===== config.mk =====
export PLATFORM = sky130hd
export DESIGN_NAME = fc_vec_loader_flat
export DESIGN_NICKNAME = d
export VERILOG_FILES = /design/src/rtl/fc_vec_loader_if.sv /design/src/rtl/fc_vec_loader.sv /design/src/flat_wrapper.sv
export SDC_FILE = /design/constraint.sdc
export NUM_CORES = 2
export LEC_CHECK = 0
export CAP_MARGIN = 20
export CORE_AREA = 2 2 427 429
export CTS_CLUSTER_SIZE = 40
export DETAILED_ROUTE_END_ITERATION = 16
export DIE_AREA = 0 0 429 431
export DONT_BUFFER_PORTS = 1
export SLEW_MARGIN = 40
export SYNTH_ARGS = -nofsm -noshare
export SYNTH_HDL_FRONTEND = slang
export SYNTH_SLANG_ARGS = --single-unit

===== constraint.sdc =====
create_clock -name clk -period 2.5 [get_ports clk]
set_clock_uncertainty 0.15 [all_clocks]
set_input_delay 0.5 -clock clk [delete_from_list [all_inputs] [get_ports clk]]
set_output_delay 0.5 -clock clk [all_outputs]
set_load 0.05 [all_outputs]

===== src/rtl/fc_vec_loader_if.sv =====
// Serial activation input stream and result output stream of the vector loader.
// The slave modport is the loader's view; master is the upstream/downstream view.
interface fc_vec_loader_if #(
    parameter int WIDTH = 8,
    parameter int OUT_W = 23
);
    logic             s_valid;
    logic             s_ready;
    logic [WIDTH-1:0] s_data;
    logic             s_last;
    logic             m_valid;
    logic             m_ready;
    logic [OUT_W-1:0] m_data;

    modport slave (
        input  s_valid, s_data, s_last, m_ready,
        output s_ready, m_valid, m_data
    );

    modport master (
        output s_valid, s_data, s_last, m_ready,
        input  s_ready, m_valid, m_data
    );
endinterface


===== src/rtl/fc_vec_loader.sv =====
// Assembles a serial activation stream into the parallel layer vector, holds it
// for a settle window, samples the layer result and returns it on a stream.
module fc_vec_loader #(
    parameter int WIDTH  = 8,
    parameter int IN     = 128,
    parameter int OUT_W  = 23,
    parameter int SETTLE = 2
) (
    input  logic             clk,
    input  logic             rst,
    fc_vec_loader_if.slave   bus,
    output logic [WIDTH-1:0] x [0:IN-1],
    input  logic [OUT_W-1:0] z,
    output logic             frame_err
);
    localparam int IDX_W = (IN > 1) ? $clog2(IN) : 1;
    localparam logic [IDX_W-1:0] IDX_LAST = IDX_W'(IN - 1);
    localparam logic [3:0] CNT_INIT = 4'(SETTLE - 1);

    typedef enum logic [1:0] {S_LOAD, S_SETTLE, S_OUT} state_t;

    state_t           state_reg, state_next;
    logic [IDX_W-1:0] idx_reg;
    logic [3:0]       cnt_reg;
    logic             m_valid_reg;
    logic [OUT_W-1:0] m_data_reg;
    logic             frame_err_reg;
    logic [WIDTH-1:0] x_reg [0:IN-1];

    logic s_ready_c;
    logic s_hs;
    logic m_hs;
    logic is_last_idx;
    logic vec_end;

    assign s_hs        = bus.s_valid && s_ready_c;
    assign m_hs        = (state_reg == S_OUT) && m_valid_reg && bus.m_ready;
    assign is_last_idx = (idx_reg == IDX_LAST);
    assign vec_end     = s_hs && (bus.s_last || is_last_idx);

    always_comb begin
        state_next = state_reg;
        s_ready_c  = 1'b0;
        case (state_reg)
            S_LOAD: begin
                // Held low while reset is asserted so no word is taken mid-reset.
                s_ready_c = !rst;
                if (vec_end) state_next = S_SETTLE;
            end
            S_SETTLE: begin
                if (cnt_reg == 4'd0) state_next = S_OUT;
            end
            S_OUT: begin
                if (m_hs) state_next = S_LOAD;
            end
            default: state_next = S_LOAD;
        endcase
    end

    always_ff @(posedge clk) begin
        if (rst) state_reg <= S_LOAD;
        else     state_reg <= state_next;
    end

    always_ff @(posedge clk) begin
        if (rst) begin
            idx_reg       <= '0;
            cnt_reg       <= '0;
            m_valid_reg   <= 1'b0;
            m_data_reg    <= '0;
            frame_err_reg <= 1'b0;
        end else begin
            // Error when the length counter and s_last disagree on where the vector ends.
            frame_err_reg <= vec_end && (bus.s_last != is_last_idx);
            if (s_hs) idx_reg <= idx_reg + IDX_W'(1);
            if (vec_end) cnt_reg <= CNT_INIT;
            if (state_reg == S_SETTLE) begin
                cnt_reg <= cnt_reg - 4'd1;
                if (cnt_reg == 4'd0) begin
                    m_data_reg  <= z;
                    m_valid_reg <= 1'b1;
                end
            end
            if (m_hs) begin
                m_valid_reg <= 1'b0;
                idx_reg     <= '0;
            end
        end
    end

    // Vector is cleared on output handshake so short vectors leave zeros behind.
    generate
        for (genvar gi = 0; gi < IN; gi++) begin : g_x
            always_ff @(posedge clk) begin
                if (rst || m_hs)
                    x_reg[gi] <= '0;
                else if (s_hs && (idx_reg == IDX_W'(gi)))
                    x_reg[gi] <= bus.s_data;
            end
        end
    endgenerate

    assign x           = x_reg;
    assign bus.s_ready = s_ready_c;
    assign bus.m_valid = m_valid_reg;
    assign bus.m_data  = m_data_reg;
    assign frame_err   = frame_err_reg;
endmodule


===== src/flat_wrapper.sv =====
// flat-port wrapper written by rule: the top's interface ports become plain ports
module fc_vec_loader_flat 
#(
    parameter int WIDTH  = 8,
    parameter int IN     = 128,
    parameter int OUT_W  = 23,
    parameter int SETTLE = 2
)
  (clk, rst, x, z, frame_err, bus_s_valid, bus_s_data, bus_s_last, bus_m_ready, bus_s_ready, bus_m_valid, bus_m_data);
  fc_vec_loader_if #(.WIDTH(WIDTH), .OUT_W(OUT_W)) bus_i ();
  input  logic clk;
  input  logic rst;
  output logic [WIDTH-1:0] x[0:IN-1];
  input  logic [OUT_W-1:0] z;
  output logic frame_err;
  input wire logic [$bits(bus_i.s_valid)-1:0] bus_s_valid;
  input wire logic [$bits(bus_i.s_data)-1:0] bus_s_data;
  input wire logic [$bits(bus_i.s_last)-1:0] bus_s_last;
  input wire logic [$bits(bus_i.m_ready)-1:0] bus_m_ready;
  output wire logic [$bits(bus_i.s_ready)-1:0] bus_s_ready;
  output wire logic [$bits(bus_i.m_valid)-1:0] bus_m_valid;
  output wire logic [$bits(bus_i.m_data)-1:0] bus_m_data;
  assign bus_i.s_valid = bus_s_valid;
  assign bus_i.s_data = bus_s_data;
  assign bus_i.s_last = bus_s_last;
  assign bus_i.m_ready = bus_m_ready;
  assign bus_s_ready = bus_i.s_ready;
  assign bus_m_valid = bus_i.m_valid;
  assign bus_m_data = bus_i.m_data;
  fc_vec_loader #(.WIDTH(WIDTH), .IN(IN), .OUT_W(OUT_W), .SETTLE(SETTLE)) u_core (.clk(clk), .rst(rst), .bus(bus_i), .x(x), .z(z), .frame_err(frame_err));
endmodule

## After elaboration in Yosys (flattened, before gate mapping)

Index checks and enable logic that the tools add are counted.

| storage, ports and cells | value |
|---|---|
| bits of input ports | 36 |
| output and inout port bits | 1050 |
| word-level logic and storage cells | 419 |
| flip-flop bits (word level) | 1062 |

| cells by class | value |
|---|---|
| reduce and logical (&&, ||, !) cells | 143 |
| mux-type cells | 7 |
| add/sub/neg operators | 2 |
| eq/ne operators | 133 |

Operator list:

| operator | count |
|---|---|
| equality test 7 bit, second input constant | 64 |
| equality test 7 x 6 -> 1 bit, second input constant | 32 |
| logical AND 1 bit | 133 |
| equality test 7 x 5 -> 1 bit, second input constant | 16 |
| equality test 7 x 4 -> 1 bit, second input constant | 8 |
| equality test 7 x 3 -> 1 bit, second input constant | 4 |
| equality test 7 x 2 -> 1 bit, second input constant | 2 |
| two-way mux 4 bit | 2 |
| adder 7 x 1 -> 7 bit, second input constant | 1 |
| equality test 7 x 1 -> 1 bit, second input constant | 1 |
| logical NOT 7 bit | 1 |
| two-way mux 2 bit | 3 |
| != test 2 x 1 -> 1 bit, second input constant | 3 |
| case mux 2 bit (3 select lines) | 1 |
| logical NOT 4 bit | 1 |
| subtractor 4 x 1 -> 4 bit, second input constant | 1 |
| AND reduction 3 bit | 1 |
| equality test 2 x 1 -> 1 bit, second input constant | 1 |
| equality test 2 bit, second input constant | 1 |
| logical NOT 2 bit | 1 |
| logical OR 1 bit | 2 |
| AND reduction 2 bit | 1 |
| nonzero test 2 bit | 1 |
| OR reduction 2 bit | 1 |
| 3 further kinds | 3 |

## Depth between registers and ports, before layout

| depth | value |
|---|---|
| word-level depth | 6 |
| mapped depth | 8 |
| mapped depth without buffers | 6 |

## Least setup slack after synthesis

No wires, ideal clock.

| path | value |
|---|---|
| kind | input to output |
| from | in rst |
| to | out bus_s_ready |
| path slack | 0.114 ns |
| stages | 2 |
| data arrival time | 1.736 ns |
| path buffers | 1 |
| cell sequence | clkbuf_1 > nor3_1 |

| between the ends | value |
|---|---|
| word-level cells in the longest chain between the ends | 2 |

Ends and longest elaborated chain:

| item | RTL line | source |
|---|---|---|
| from (decl) | flat_wrapper.sv:12 | `input logic rst;` |
| logical NOT 1 bit | fc_vec_loader.sv:47 | `s_ready_c = !rst;` |
| two-way mux 1 bit | fc_vec_loader.sv:44 | `case (state_reg)` |
| to (decl) | flat_wrapper.sv:20 | `output wire logic [$bits(bus_i.s_ready)-1:0] bus_s_ready;` |

No other way between the ends.

## Worst setup path in the final report

| path | value |
|---|---|
| from | reg u_core.state_reg[0] |
| to | out bus_s_ready |

| between the ends | value |
|---|---|
| word-level cells in the longest chain between the ends | 2 |

Ends and longest elaborated chain:

| item | RTL line | source |
|---|---|---|
| from (decl) | fc_vec_loader.sv:22 | `state_t state_reg, state_next;` |
| from (signal assigned) | fc_vec_loader.sv:62 | `else state_reg <= state_next;` |
| logical NOT 2 bit | fc_vec_loader.sv:44 |  |
| two-way mux 1 bit | fc_vec_loader.sv:44 |  |

No other way between the ends.

==> flow_metrics.py <==
metrics = {
    "run_status": {
        "status": "finished, final reports clean",
    },
    "timing": {
        "final_max_slew_viol_count": 0,
        "final.period_utilization_pct": 97.0,
        "finalSetupViolations": 0,
        "fmaxAchievable_ghz": 0.412,
        "finalHoldViolations": 0,
        "finalHoldWorstSlack_ns": 0.0798,
        "transition_time_at_the_pin_with_the_least_slew_margin_ns": 0.797,
        "timing.slew.headroom_pct": 46.8,
        "min_period_ns": 2.43,
        "grt_setup_unrepaired": "no",
        "fin_tns_setup_ns": 0,
    },
    "synthesis": {
        "postSynth.asyncResetShare_pct": 0,
        "synth_top_area_share_pct": 51.6,
        "synth_ff_type": "sky130_fd_sc_hd__dfxtp_1",
        "yosys.area_share.xor_xnor_pct": 0,
        "synth.yosys.warnings": 0,
        "synthesized_area_fraction_occupied_by_and_or_nand_nor_cells_pct": 17.9,
        "synthesis.instances": 3818,
        "synth_edf_count": 0,
        "muxShareOfSynthArea_pct": 24.9,
        "syn_area_um2": 41200,
        "ys_seq_area_share_pct": 51.6,
        "synth-seq-cells": 1062,
        "postSynthAreaPerCell_um2": 10.8,
        "post_synth_num_cell_types": 38,
        "netlist_top_cells_area": "sky130_fd_sc_hd__dfxtp_1, sky130_fd_sc_hd__mux2i_1, sky130_fd_sc_hd__nand3_1",
        "yosysTopAreaCell": "sky130_fd_sc_hd__dfxtp_1",
        "post_synthesis_net_count": 3860,
        "synth_top_family_by_area": "multiplexers",
        "synthAdderAreaFrac_pct": 0.182,
        "synth-compound-area-share_pct": 0.927,
    },
    "final_layout": {
        "area_delta_synth_final_pct": 18.7,
        "nNetsFinal": 3784,
        "final.fill_count": 18700,
        "largest_register_ff_count": 1024,
        "layout.cell_area.non_filler_um2": 48900,
        "antenna_cells_inserted": 0,
        "stdcell_count": 6202,
        "mostFrequentLayoutCell": "sky130_fd_sc_hd__dfxtp_1",
        "layout_common_cells": "sky130_fd_sc_hd__dfxtp_1, sky130_fd_sc_hd__nand3_1, sky130_fd_sc_hd__mux2i_1",
        "layout-drive-gt1-share_pct": 13.3,
    },
    "floorplanning": {
        "fp-row-count": 156,
        "floorplan.die.width_um": 429,
        "start_util_pct": 22.9,
        "boundaryPins": 1086,
        "die-area_um2": 185000,
        "die_h_um": 431,
        "placeableCoreArea_um2": 180000,
    },
    "setup_path": {
        "setup.worst_path.class": "reg2out",
        "slowest_stage": "sky130_fd_sc_hd__dfxtp_1",
        "required_time_of_the_worst_setup_path_ns": 1.85,
        "worst-r2r-setup-slack_ns": 0.10,
        "timing.critical_path.slowest_cell_delay_ns": 0.40,
        "worst_ep_arrival_time_ns": 1.78,
        "setup.worst_path.end": "bus_s_ready",
        "cp-startpoint": "u_core.state_reg[0]$_SDFFE_PP0P_",
        "rr_startpoint": "u_core.state_reg[1]$_SDFFE_PP0P_",
        "path_max_fanout": 7,
        "worst_setup_path_end_kind": "primary output",
        "r2r.worst_path.cells": 5,
        "crit_path_start_kind": "flop",
        "crit_reg_reg_endpoint": "u_core.x[220]$_SDFFE_PP0P_",
        "cp_cell_sequence": "nor3_4 -> buf_4",
    },
    "clocking": {
        "tritoncts.num_buffers": 112,
        "cts.sink_count": 1062,
        "clkSlewWorstSetupHoldPaths_ns": 0.06,
        "cts_tree": "built",
        "clk_latency_ns": 0.76,
        "maximum_root_to_sink_buffer_count": 3,
        "post_cts_setup_buffers": 0,
        "htreeDepth": 3,
        "ctsRootBufferMaster": "sky130_fd_sc_hd__clkbuf_16",
    },
    "detailed_routing": {
        "drtIter0Drc": 2347,
        "route.detailed.wl_per_inst_um": 28.2,
        "avgViaCountPerCell": 5.02,
        "drcViolationCount": 0,
        "drt_pre_antenna_iters": 7,
        "detailed_route_via_count": 31100,
        "postRouteAntennaNets": 0,
        "wirelength_um": 175000,
    },
    "global_route": {
        "gr-usage-met1_pct": 20.6,
        "grt_max_degree": 122,
        "grt_pass1_wl_um": 241000,
        "antenna_found_initial": 3,
        "gr-total-overflow": 0,
        "grt_use_met3_pct": 5.39,
        "first_global_vias": 30300,
        "global_routing_met2_resource_utilization_pct": 31.1,
        "grt-busiest-layer": "met2",
        "grt_util_all_layers_pct": 18.0,
    },
    "placement": {
        "dp_hpwl_um": 120000,
        "count_of_buffers_inserted_at_the_top_level_ports": 0,
        "gp_congestion": 0.933,
        "placement.cell_area_um2": 44700,
        "numPlacedInstances": 5960,
    },
    "power_and_ir_drop": {
        "ir_drop_mv": 0.564,
        "power_density_nw_per_um2": 732,
        "cellLeakagePower_nw": 23.2,
    },
    "worst_hold_path": {
        "timing.hold.worst.class": "in2reg",
        "hold_path_startpoint": "bus_s_data[2]",
    },
    "job": {
        "max_cap_viol_count": 0,
    },
}
-- layout make-up --
class | instances | area (um^2) | share of cell area, %
repair buffers | 210 | 2540 | 5.21
well taps | 2370 | 2970 | 6.07
multi-input cells | 2341 | 18200 | 37.3
clock buffers | 171 | 3240 | 6.62
clock inverters | 33 | 537 | 1.10
inverters | 15 | 81.3 | 0.166
flip-flops and latches | 1062 | 21300 | 43.5
-- power by group --
group	switching [mW]	leakage [nW]	internal, mW	total [mW]
Combinational	1.14	12.8	0.360	1.50
Clock	7.26	1.82	9.97	17.2
Sequential	0.102	8.55	16.9	17.1
Total	8.50	23.2	27.3	35.8
-- how the worst min path moves through the flow --
stage	endpoint	slack, ns	cells after the start
3_3_place_gp	u_core.x[783]$_SDFFE_PP0P_	0.32	2
5_1_grt	u_core.x[670]$_SDFFE_PP0P_	0.05	3
3_5_place_dp	u_core.x[783]$_SDFFE_PP0P_	0.32	2
6_report	u_core.x[682]$_SDFFE_PP0P_	0.08	3
4_1_cts	u_core.x[630]$_SDFFE_PP0P_	0.01	3
2_1_floorplan	u_core.idx_reg[0]$_SDFFE_PP0P_	0.33	2
-- per-stage QoR --
stage	utilization [%]	setup slack (ns)	total power, mW
6_report	27.1	0.0746	35.8
5_1_grt	27.1	0.00480	36.8
4_1_cts	27.1	0.00866	36.1
3_5_place_dp	24.8	0.187	18.9
3_3_place_gp	24.8	0.212	18.8
2_1_floorplan	-	0.114	18.2
-- cell usage after synthesis (2+ instances only) --
master                     instances
sky130_fd_sc_hd__clkbuf_1        231
sky130_fd_sc_hd__buf_8             2
sky130_fd_sc_hd__nand3_4          54
sky130_fd_sc_hd__o31ai_1           2
sky130_fd_sc_hd__buf_4            13
sky130_fd_sc_hd__inv_2             5
sky130_fd_sc_hd__buf_6            11
sky130_fd_sc_hd__o21ai_0          27
sky130_fd_sc_hd__and3_1            8
sky130_fd_sc_hd__ha_1              6
sky130_fd_sc_hd__nand2b_1          2
sky130_fd_sc_hd__nand3_1        1059
sky130_fd_sc_hd__and3b_1          11
sky130_fd_sc_hd__buf_1            31
sky130_fd_sc_hd__inv_1            10
sky130_fd_sc_hd__nor3b_1           8
sky130_fd_sc_hd__mux2i_1        1024
sky130_fd_sc_hd__o21a_1            3
sky130_fd_sc_hd__nand3_2          72
sky130_fd_sc_hd__nand2_1          10
sky130_fd_sc_hd__or3_1             3
sky130_fd_sc_hd__a211oi_1          2
sky130_fd_sc_hd__a21oi_1          36
sky130_fd_sc_hd__nor3_1            2
sky130_fd_sc_hd__dfxtp_1        1062
sky130_fd_sc_hd__buf_2           112
-- what timing repair did --
action | 4_1_cts | 5_1_grt
cloned | 0 | 0
endpoints found under the hold margin | 155 | 0
pin swaps | 0 | 1
setup endpoints to repair | 1 | 2
hold buffers | 38 | 0
resized for setup | 1 | 2
-- cell families after synthesis --
family,Yosys count
muxes,1024
buffers and inverters,415
adders and majority gates,6
and+or+nand+nor,1239
AOI/OAI and AO/OA,72
DFF,1062
-- layer usage --
metal | share of wire (%) | vias to the layer above
li1 | - | 13500
met1 | 38 | 15900
met2 | 50 | 1373
met3 | 7.9 | 392
met4 | 4.4 | 4
met5 | 0.013 | -
-- critical path, delay by kind of cell (launching register included) --
kind	cells	cell delay, ns
DFF	1	0.40
and+or+nand+nor	1	0.35
buffers and inverters	1	0.27
No activity file was read; power rests on OpenSTA's default activity.
